==> config.mk <==
export PLATFORM = sky130hd
export DESIGN_NAME = pll_lock_supervisor_flat
export DESIGN_NICKNAME = d
export VERILOG_FILES = /design/src/rtl/pll_lock_if.sv /design/src/rtl/pll_lock_supervisor.sv /design/src/flat_wrapper.sv
export SDC_FILE = /design/constraint.sdc
export NUM_CORES = 1
export LEC_CHECK = 0
export CAP_MARGIN = 10
export CORE_ASPECT_RATIO = 1.5
export CORE_MARGIN = 2
export CORE_UTILIZATION = 54
export CTS_BUF_LIST = sky130_fd_sc_hd__clkbuf_4 sky130_fd_sc_hd__clkbuf_8
export CTS_CLUSTER_SIZE = 24
export DETAILED_ROUTE_END_ITERATION = 7
export GPL_TIMING_DRIVEN = 0
export PLACE_DENSITY = 0.78
export SLEW_MARGIN = 10
export SYNTH_ARGS = -nofsm -noshare
export SYNTH_HDL_FRONTEND = slang
export SYNTH_SLANG_ARGS = --single-unit
export TNS_END_PERCENT = 30
==> constraint.sdc <==
create_clock -name clk_in -period 2.2 [get_ports clk_in]
set_input_delay 0.44 -clock clk_in [delete_from_list [all_inputs] [get_ports clk_in]]
set_output_delay 0.44 -clock clk_in [all_outputs]
set_load 0.02 [all_outputs]
==> src/rtl/pll_lock_if.sv <==
// ---------------------------------------------------------------------------
// pll_lock_if
//   Bundle between the PLL-side world and the lock supervisor.
//   Everything lives in the PLL output clock domain, except 'locked'. That
//   signal is the raw PLL lock and is asynchronous to the clock.
//
//   Signals
//     locked           raw PLL lock indication (async)
//     clear_stats      1-cycle pulse clearing the sticky debug status
//     rst_out_n        fabric reset, active-low
//     ready            high only while the supervisor is in RUN
//     lock_lost        sticky: lock dropped while running
//     lock_timeout     sticky: lock took too long to appear
//     lock_loss_count  saturating count of lock losses while running
//
//   Modports
//     master  environment / status consumer (drives locked, clear_stats)
//     slave   the supervisor itself
// ---------------------------------------------------------------------------
interface pll_lock_if #(
    parameter int CNT_W = 8
);
    logic             locked;
    logic             clear_stats;
    logic             rst_out_n;
    logic             ready;
    logic             lock_lost;
    logic             lock_timeout;
    logic [CNT_W-1:0] lock_loss_count;

    modport master (
        output locked,
        output clear_stats,
        input  rst_out_n,
        input  ready,
        input  lock_lost,
        input  lock_timeout,
        input  lock_loss_count
    );

    modport slave (
        input  locked,
        input  clear_stats,
        output rst_out_n,
        output ready,
        output lock_lost,
        output lock_timeout,
        output lock_loss_count
    );
endinterface

==> src/rtl/pll_lock_supervisor.sv <==
// ---------------------------------------------------------------------------
// pll_lock_supervisor
//   Runs in the PLL output clock domain. It turns the raw PLL lock flag into
//   a glitch-filtered fabric reset. The reset asserts asynchronously and
//   releases synchronously. The block also keeps lock-loss and timeout status
//   for debug.
//
//   Flow: WAIT_LOCK -> STABILIZE -> HOLD -> RUN
//     - The raw lock signal passes through a 2-flop synchroniser.
//     - A lock that drops before RUN sends the FSM back to WAIT_LOCK.
//       This drop is not counted.
//     - A lock that drops in RUN sends the FSM back to WAIT_LOCK on the same
//       edge. That edge also pulls rst_out_n low and updates the loss stats.
//
//   Ports
//     clk_in   PLL output clock (only clock)
//     resetn   async active-low reset
//     pll      pll_lock_if.slave: locked/clear_stats in, reset and status out
//
//   Every output is a flop. ready is the same flop as rst_out_n.
// ---------------------------------------------------------------------------
module pll_lock_supervisor #(
    parameter int LOCK_STABLE_CYCLES = 16,
    parameter int RESET_HOLD_CYCLES  = 32,
    parameter int LOCK_TIMEOUT       = 65535,
    parameter int CNT_W              = 8
) (
    input  logic       clk_in,
    input  logic       resetn,
    pll_lock_if.slave  pll
);

    // Width of the shared cycle counter.
    // The counter must reach LOCK_TIMEOUT + 1 in WAIT_LOCK, so the
    // timeout compare matches on exactly one cycle. If it could only
    // reach LOCK_TIMEOUT, the compare would match every cycle. A
    // clear_stats during a long wait would then never take effect.
    localparam int MAX_SH = (LOCK_STABLE_CYCLES > RESET_HOLD_CYCLES) ?
                            LOCK_STABLE_CYCLES : RESET_HOLD_CYCLES;
    localparam int MAX_P  = (MAX_SH > LOCK_TIMEOUT) ? MAX_SH : LOCK_TIMEOUT;
    localparam int CW     = $clog2(MAX_P + 2);

    localparam logic [CW-1:0]    STABLE_C  = CW'(LOCK_STABLE_CYCLES);
    localparam logic [CW-1:0]    HOLD_C    = CW'(RESET_HOLD_CYCLES);
    localparam logic [CW-1:0]    TIMEOUT_C = CW'(LOCK_TIMEOUT);
    localparam logic [CW-1:0]    CYC_ONE   = CW'(1);
    localparam logic [CW-1:0]    CYC_MAX   = {CW{1'b1}};
    localparam logic [CNT_W-1:0] LOSS_ONE  = CNT_W'(1);
    localparam logic [CNT_W-1:0] LOSS_MAX  = {CNT_W{1'b1}};

    typedef enum logic [1:0] {
        WAIT_LOCK = 2'd0,
        STABILIZE = 2'd1,
        HOLD      = 2'd2,
        RUN       = 2'd3
    } state_t;

    state_t           state_q,        state_d;
    logic [CW-1:0]    cnt_q,          cnt_d;
    logic [1:0]       locked_sync_q,  locked_sync_d;
    logic             rst_out_n_q,    rst_out_n_d;
    logic             lock_lost_q,    lock_lost_d;
    logic             lock_timeout_q, lock_timeout_d;
    logic [CNT_W-1:0] loss_cnt_q,     loss_cnt_d;
    logic [CNT_W-1:0] loss_base;
    logic             locked_s;

    assign locked_s = locked_sync_q[1];

    // Synchroniser: [0] is the metastability-catching stage, [1] is the
    // stage the FSM uses.
    always_comb begin
        locked_sync_d = {locked_sync_q[0], pll.locked};
    end

    always_comb begin
        state_d        = state_q;
        cnt_d          = cnt_q;
        lock_lost_d    = lock_lost_q;
        lock_timeout_d = lock_timeout_q;
        loss_cnt_d     = loss_cnt_q;

        // clear_stats goes in first, so an event on the same edge
        // overrides it.
        loss_base = pll.clear_stats ? '0 : loss_cnt_q;
        if (pll.clear_stats) begin
            lock_lost_d    = 1'b0;
            lock_timeout_d = 1'b0;
            loss_cnt_d     = '0;
        end

        case (state_q)
            WAIT_LOCK: begin
                if (locked_s) begin
                    state_d = STABILIZE;
                    cnt_d   = CYC_ONE;
                end else begin
                    if (cnt_q == TIMEOUT_C)
                        lock_timeout_d = 1'b1;
                    if (cnt_q != CYC_MAX)
                        cnt_d = cnt_q + CYC_ONE;
                end
            end
            STABILIZE: begin
                if (!locked_s) begin
                    state_d = WAIT_LOCK;
                    cnt_d   = '0;
                end else if (cnt_q == STABLE_C) begin
                    state_d = HOLD;
                    cnt_d   = CYC_ONE;
                end else begin
                    cnt_d = cnt_q + CYC_ONE;
                end
            end
            HOLD: begin
                if (!locked_s) begin
                    state_d = WAIT_LOCK;
                    cnt_d   = '0;
                end else if (cnt_q == HOLD_C) begin
                    state_d = RUN;
                    cnt_d   = '0;
                end else begin
                    cnt_d = cnt_q + CYC_ONE;
                end
            end
            RUN: begin
                // Loss while running: go straight back to WAIT_LOCK.
                // rst_out_n drops on this same edge because it
                // follows state_d.
                if (!locked_s) begin
                    state_d     = WAIT_LOCK;
                    cnt_d       = '0;
                    lock_lost_d = 1'b1;
                    loss_cnt_d  = (loss_base == LOSS_MAX) ?
                                  LOSS_MAX : loss_base + LOSS_ONE;
                end
            end
            default: begin
                state_d = WAIT_LOCK;
                cnt_d   = '0;
            end
        endcase

        // rst_out_n is registered from the next state. It rises on the
        // edge that enters RUN and falls on the edge that leaves it.
        rst_out_n_d = (state_d == RUN);
    end

    always_ff @(posedge clk_in or negedge resetn) begin
        if (!resetn) begin
            state_q        <= WAIT_LOCK;
            cnt_q          <= '0;
            locked_sync_q  <= '0;
            rst_out_n_q    <= 1'b0;
            lock_lost_q    <= 1'b0;
            lock_timeout_q <= 1'b0;
            loss_cnt_q     <= '0;
        end else begin
            state_q        <= state_d;
            cnt_q          <= cnt_d;
            locked_sync_q  <= locked_sync_d;
            rst_out_n_q    <= rst_out_n_d;
            lock_lost_q    <= lock_lost_d;
            lock_timeout_q <= lock_timeout_d;
            loss_cnt_q     <= loss_cnt_d;
        end
    end

    assign pll.rst_out_n       = rst_out_n_q;
    assign pll.ready           = rst_out_n_q;
    assign pll.lock_lost       = lock_lost_q;
    assign pll.lock_timeout    = lock_timeout_q;
    assign pll.lock_loss_count = loss_cnt_q;

endmodule

==> src/flat_wrapper.sv <==
// flat-port wrapper written by rule: the top's interface ports become plain ports
module pll_lock_supervisor_flat 
#(
    parameter int LOCK_STABLE_CYCLES = 16,
    parameter int RESET_HOLD_CYCLES  = 32,
    parameter int LOCK_TIMEOUT       = 65535,
    parameter int CNT_W              = 8
)
  (clk_in, resetn, pll_locked, pll_clear_stats, pll_rst_out_n, pll_ready, pll_lock_lost, pll_lock_timeout, pll_lock_loss_count);
  pll_lock_if #(.CNT_W(CNT_W)) pll_i ();
  input  logic clk_in;
  input  logic resetn;
  input wire logic [$bits(pll_i.locked)-1:0] pll_locked;
  input wire logic [$bits(pll_i.clear_stats)-1:0] pll_clear_stats;
  output wire logic [$bits(pll_i.rst_out_n)-1:0] pll_rst_out_n;
  output wire logic [$bits(pll_i.ready)-1:0] pll_ready;
  output wire logic [$bits(pll_i.lock_lost)-1:0] pll_lock_lost;
  output wire logic [$bits(pll_i.lock_timeout)-1:0] pll_lock_timeout;
  output wire logic [$bits(pll_i.lock_loss_count)-1:0] pll_lock_loss_count;
  assign pll_i.locked = pll_locked;
  assign pll_i.clear_stats = pll_clear_stats;
  assign pll_rst_out_n = pll_i.rst_out_n;
  assign pll_ready = pll_i.ready;
  assign pll_lock_lost = pll_i.lock_lost;
  assign pll_lock_timeout = pll_i.lock_timeout;
  assign pll_lock_loss_count = pll_i.lock_loss_count;
  pll_lock_supervisor #(.LOCK_STABLE_CYCLES(LOCK_STABLE_CYCLES), .RESET_HOLD_CYCLES(RESET_HOLD_CYCLES), .LOCK_TIMEOUT(LOCK_TIMEOUT), .CNT_W(CNT_W)) u_core (.clk_in(clk_in), .resetn(resetn), .pll(pll_i));
endmodule
# ---- Word level (Yosys, flattened, before mapping)
# Index checks and enable logic that the tools add are counted.
dict set report op_classes {
  n_addsub 2
  n_mul 0
  div_mod_pow 0
  magnitude_cmp 0
  eq_ne 11
  shifts 0
  n_mux 26
  n_bitwise 0
  n_reduce_logical 2
}
# cell n
set ops {}
lappend ops {{$mux W17} 7}
lappend ops {{$pmux W17 S4} 1}
lappend ops {{$mux W8} 4}
lappend ops {{$add A17 B1 Y17 const B} 1}
lappend ops {{$eq A17 B16 Y1 const B} 1}
lappend ops {{$eq A17 B5 Y1 const B} 1}
lappend ops {{$eq A17 B6 Y1 const B} 1}
lappend ops {{$ne A17 B17 Y1 const B} 1}
lappend ops {{$mux W2} 6}
lappend ops {{$add A8 B1 Y8 const B} 1}
lappend ops {{$eq A8 B8 Y1 const B} 1}
lappend ops {{$pmux W2 S4} 1}
lappend ops {{$mux W1} 7}
lappend ops {{$eq A2 B2 Y1 const B} 3}
lappend ops {{$ne A3 B1 Y1 const B} 1}
lappend ops {{$eq A2 B1 Y1 const B} 1}
lappend ops {{$logic_not A2 Y1} 1}
lappend ops {{$ne A2 B2 Y1 const B} 1}
lappend ops {{$reduce_and A2 Y1} 1}
dict set report word_totals {
  reg_bits 32
  latchBits 0
  ram_bits 0
  mem_bits_ro 0
  out_inout_bits 12
  elab_cells 48
  memories 0
}

# ---- Longest topological paths before layout
dict set report logic_depth {
  word_depth 5
  ltp_mapped 10
  ltp_nobuf 9
}

# ---- Least setup slack after synthesis
# Ideal clock, no wire load.
dict set report synth_path {
  path_type {register to register}
  startpoint {register u_core.cnt_q[6]}
  endpoint {register u_core.cnt_q[7]}
  t_arrival_ps 2023
  required_ps 2114
  path_slack_ps 91
  path_stages_with_launch 10
  path_buffers 0
  path_cell_list {dfrtp_1 nand3_1 nor2_1 nand3_1 nor3_1 ha_1 a21o_1 or3_1 a21oi_1 nor3_1}
}
dict set report synth_via {
  elab_chain_cells 4
}
# item line_no
set synth_rtl {}
lappend synth_rtl {{start, declared} pll_lock_supervisor.sv:59} ;# logic [CW-1:0] cnt_q, cnt_d;
lappend synth_rtl {{start signal, assigned} pll_lock_supervisor.sv:160} ;# cnt_q <= cnt_d;
lappend synth_rtl {{$add A17 B1 Y17, or another cell as far along} {pll_lock_supervisor.sv:101, pll_lock_supervisor.sv:112, pll_lock_supervisor.sv:123}}
lappend synth_rtl {{$mux W17, on equally long branches} {pll_lock_supervisor.sv:119, pll_lock_supervisor.sv:100, pll_lock_supervisor.sv:108}}
lappend synth_rtl {{$mux W17, on equally long branches} {pll_lock_supervisor.sv:116, pll_lock_supervisor.sv:94, pll_lock_supervisor.sv:105}}
lappend synth_rtl {{$pmux W17 S4} pll_lock_supervisor.sv:92} ;# case (state_q)
# Several ways; a longest one is shown, not always the timed one. The select of a mux whose other input is x is not followed.
# A chain may end at the register's enable or synchronous reset.

# ---- Worst setup path after layout
dict set report layout_path {
  startpoint {register u_core.cnt_q[12]}
  endpoint {register u_core.cnt_q[8]}
}
dict set report layout_via {
  elab_chain_cells 4
}
# item line_no
set layout_rtl {}
lappend layout_rtl {{$eq A17 B6 Y1 or $eq A17 B5 Y1 (tied branches)} {pll_lock_supervisor.sv:119, pll_lock_supervisor.sv:108}}
lappend layout_rtl {{$mux W17, on equally long branches} {pll_lock_supervisor.sv:119, pll_lock_supervisor.sv:108}}
lappend layout_rtl {{$mux W17, on equally long branches} {pll_lock_supervisor.sv:116, pll_lock_supervisor.sv:105}}
lappend layout_rtl {{$pmux W17 S4} pll_lock_supervisor.sv:92}
# Several ways; a longest one is shown, not always the timed one.

==> impl_metrics.toml <==
[run_status]
outcome = "completed"

[die]
rows = 26
initial_core_util_pct = 55.92
dieArea_mm2 = 0.004002
die_w_um = 52.33
top_level_ports = 16
die_h_um = 76.49
core_mm2 = 0.003383

[sta]
period_share_pct = 94.98
finClkSkew_ps = 10.09
slew_viol_final = 0
relSlewSlack_pct = 52.26
period_minus_slack_ps = 2090
finalHoldViolations = 0
tightest_slew_ps = 716.1
max_freq_mhz = 478.6
setup_slack_ps = 110.4
rsz0062_at_grt = "true"
setup_viol = 0

[critical_path]
critPathArrivalTime_ps = 2260
crit_slowest_cell = "dfrtp_1"
path_cells = "and4_1 > and2_1 > nand3_1 > nor3_2 > ha_4 > a211oi_4 > nor3b_2 > xnor2_1 > nor2_1"
path_max_fanout = 6
critPathKind = "reg2reg"
r2r_start = "u_core.cnt_q[12]"
cp_slowest_stage_delay_ps = 410
worstPathRequired_ps = 2370
regToRegSetupSlack_ps = 110
setup.worst_path.start = "u_core.cnt_q[12]"
crit_path_end_kind = "register"
start_kind = "register"

[drt]
drtIter0Drc = 68
post-route-drc-count = 0
first_pass_iters = 4
drt-total-wl_mm = 3.980
detail_route.vias_per_cell = 5.684
antenna_left = 0
wl_per_cell_um = 15.13
dr_total_vias = 1495

[clocking]
htree_num_levels = 2
cts_sinks = 32
cts_tree = "yes"
clockBufferDepth = 2
path_clk_slew_ps = 70
clk_latency_ps = 290
postCtsHoldBufs = 0
cts-buffers-inserted = 5
cts-root-buf = "clkbuf_8"

[logic_synthesis]
syn-cell-area_mm2 = 0.001892
ys.flop_type = "dfrtp_1"
async_flop_share_pct = 100.0
syn-instance-count = 194
synthDistinctLibCells = 48
yosysTopAreaCell = "dfrtp_1"
avgSynthCellArea_um2 = 9.752
synth_area_leaders = "dfrtp_1 (42%), nor2_1 (4.2%), xor2_1 (4.2%), ha_1 (3.3%), nand2_1 (3.0%)"
synth_top_area_share_pct = 42.33
synth_warnings = 0
synth-edff-count = 0
synth-seq-cells = 32
synth_nets = 203
seq_area_frac_synth_pct = 42.33

[place]
post-place-ws_ps = -293.9
gp_congestion = 0.8363
placedCellCount = 250
io_buffers = 14
hpwlAfterDp_mm = 2.757
place_area_mm2 = 0.002079

[finish]
n_antenna_cell = 0
nets = 229
final_area_mm2 = 0.002278
drive_above_1_share_pct = 18.55
final_cell_mix = "dfrtp_1 (30), nor2_1 (20), nand2_1 (15)"
finalNonFillerCells = 263
layout_commonest_cell = "dfrtp_1"
syn_to_final_growth_pct = 20.44

[global_route]
grt_overflow = 0
grt_max_degree = 33
antenna_found_initial = 0
grt_pass1_vias = 1484
grt_usage_pct = 21.54
grt_pass1_wl_mm = 6.437

[power_and_ir_drop]
internal-power_mw = 0.9879
swShare_pct = 22.74
peakVddDrop_v = 0.0007604
seqPwrFrac_pct = 47.9
power.switching_mw = 0.2908
power.total_mw = 1.279
p_comb_share_pct = 7.9
clkPwrFrac_pct = 44.1
p_leak_nw = 0.9835
powerDensity_mw_per_mm2 = 561.2

[flow_run]
drv_cap = 0

[min_path]
hold_class = "in2async"
what timing repair did:
action / in CTS / in global routing
setup endpoints to repair: 16 / 14
setup buffers: 0 / 5
resized for setup: 7 / 4
pin swaps: 0 / 4
cloned: 0 / 0
kinds of logic (layout without fill, tap and decap cells):
kind of cell / after synthesis / after routing / synth area share [%]
DFF: 32 / 32 / 42.33
adders and majority gates: 5 / 5 / 3.307
AOI/OAI and AO/OA: 34 / 34 / 12.17
xor gates and xnor gates: 12 / 12 / 5.556
and+or+nand+nor: 91 / 91 / 30.22
muxes: 1 / 1 / 0.5291
buffers and inverters: 19 / 46 / 5.886
critical path: cells and delay by family (launching register included):
family / cells / cell delay [ps]
simple gates: 6 / 860
flops: 1 / 410
compound gates: 1 / 380
fa+ha+maj: 1 / 190
xor+xnor: 1 / 130
sequential cells by signal, indices dropped and copies added, names as in the netlist:
signal and count:
u_core.cnt_q 17, u_core.pll.ready 1, u_core.locked_sync_q 2, u_core.pll.lock_loss_count 8, u_core.state_q 2, u_core.pll.lock_timeout 1, u_core.pll.lock_lost 1
area by class of cell:
cell class,count,area (um^2)
plain buffers,10,77.57
multi-input cells,143,1027
well taps,42,52.55
clock inverters,2,35.03
repair buffers,19,172.7
inverters,9,33.78
clock buffers,6,76.32
fillers,261,1105
flip-flops and latches,32,803.3
metal layers:
metal  global-route usage [%]  vias to the layer above  part of all wire (%)
met3                    5.294                       10                   3.0
met1                    21.59                      723                    40
li1                         -                      734                     -
met5                        0                        -                     0
met2                    38.50                       28                    55
met4                    11.54                        0                   2.6
synthesized netlist by cell type (3+ instances only):
cell type	n
nor3_1	3
ha_1	5
and4_1	4
xnor2_1	3
nor2_1	21
a21o_1	4
o21ai_0	8
nand3_1	10
buf_6	4
inv_1	9
nand2b_1	4
nand2_1	15
dfrtp_1	32
a21oi_1	6
and2_1	4
nor2b_1	6
xor2_1	9
nand4_1	6
stage by stage:
| step | hold slack, ps | setup TNS [ps] | util [%] |
|---|---|---|---|
| finish | 201.2 | 0 | 67.34 |
| global route | 266.7 | -26.06 | 67.34 |
| CTS | 219.5 | 0 | 65.31 |
| detailed placement | 336.5 | -3136 | 61.46 |
| global placement | 332.9 | -2499 | 61.61 |
| floorplan | 144.4 | 0 | - |
worst paths after layout:
path,to,cells after the start
max,u_core.cnt_q[8],9
min,u_core.locked_sync_q[1],1
max reg2reg,u_core.cnt_q[8],9
min reg2reg,u_core.locked_sync_q[1],0
max in group asynchronous,u_core.cnt_q[7],1
min in group clk_in,u_core.locked_sync_q[1],0
power by group through the flow:
stage               Combinational, mW  Clock, mW  Sequential [mW]
floorplan                      0.0699          0            0.620
global placement               0.0971          0            0.621
detailed placement              0.100          0            0.623
finish                          0.101      0.565            0.613
CTS                             0.101      0.580            0.612
global route                    0.113      0.599            0.613
(Power assumes the default switching activity.)
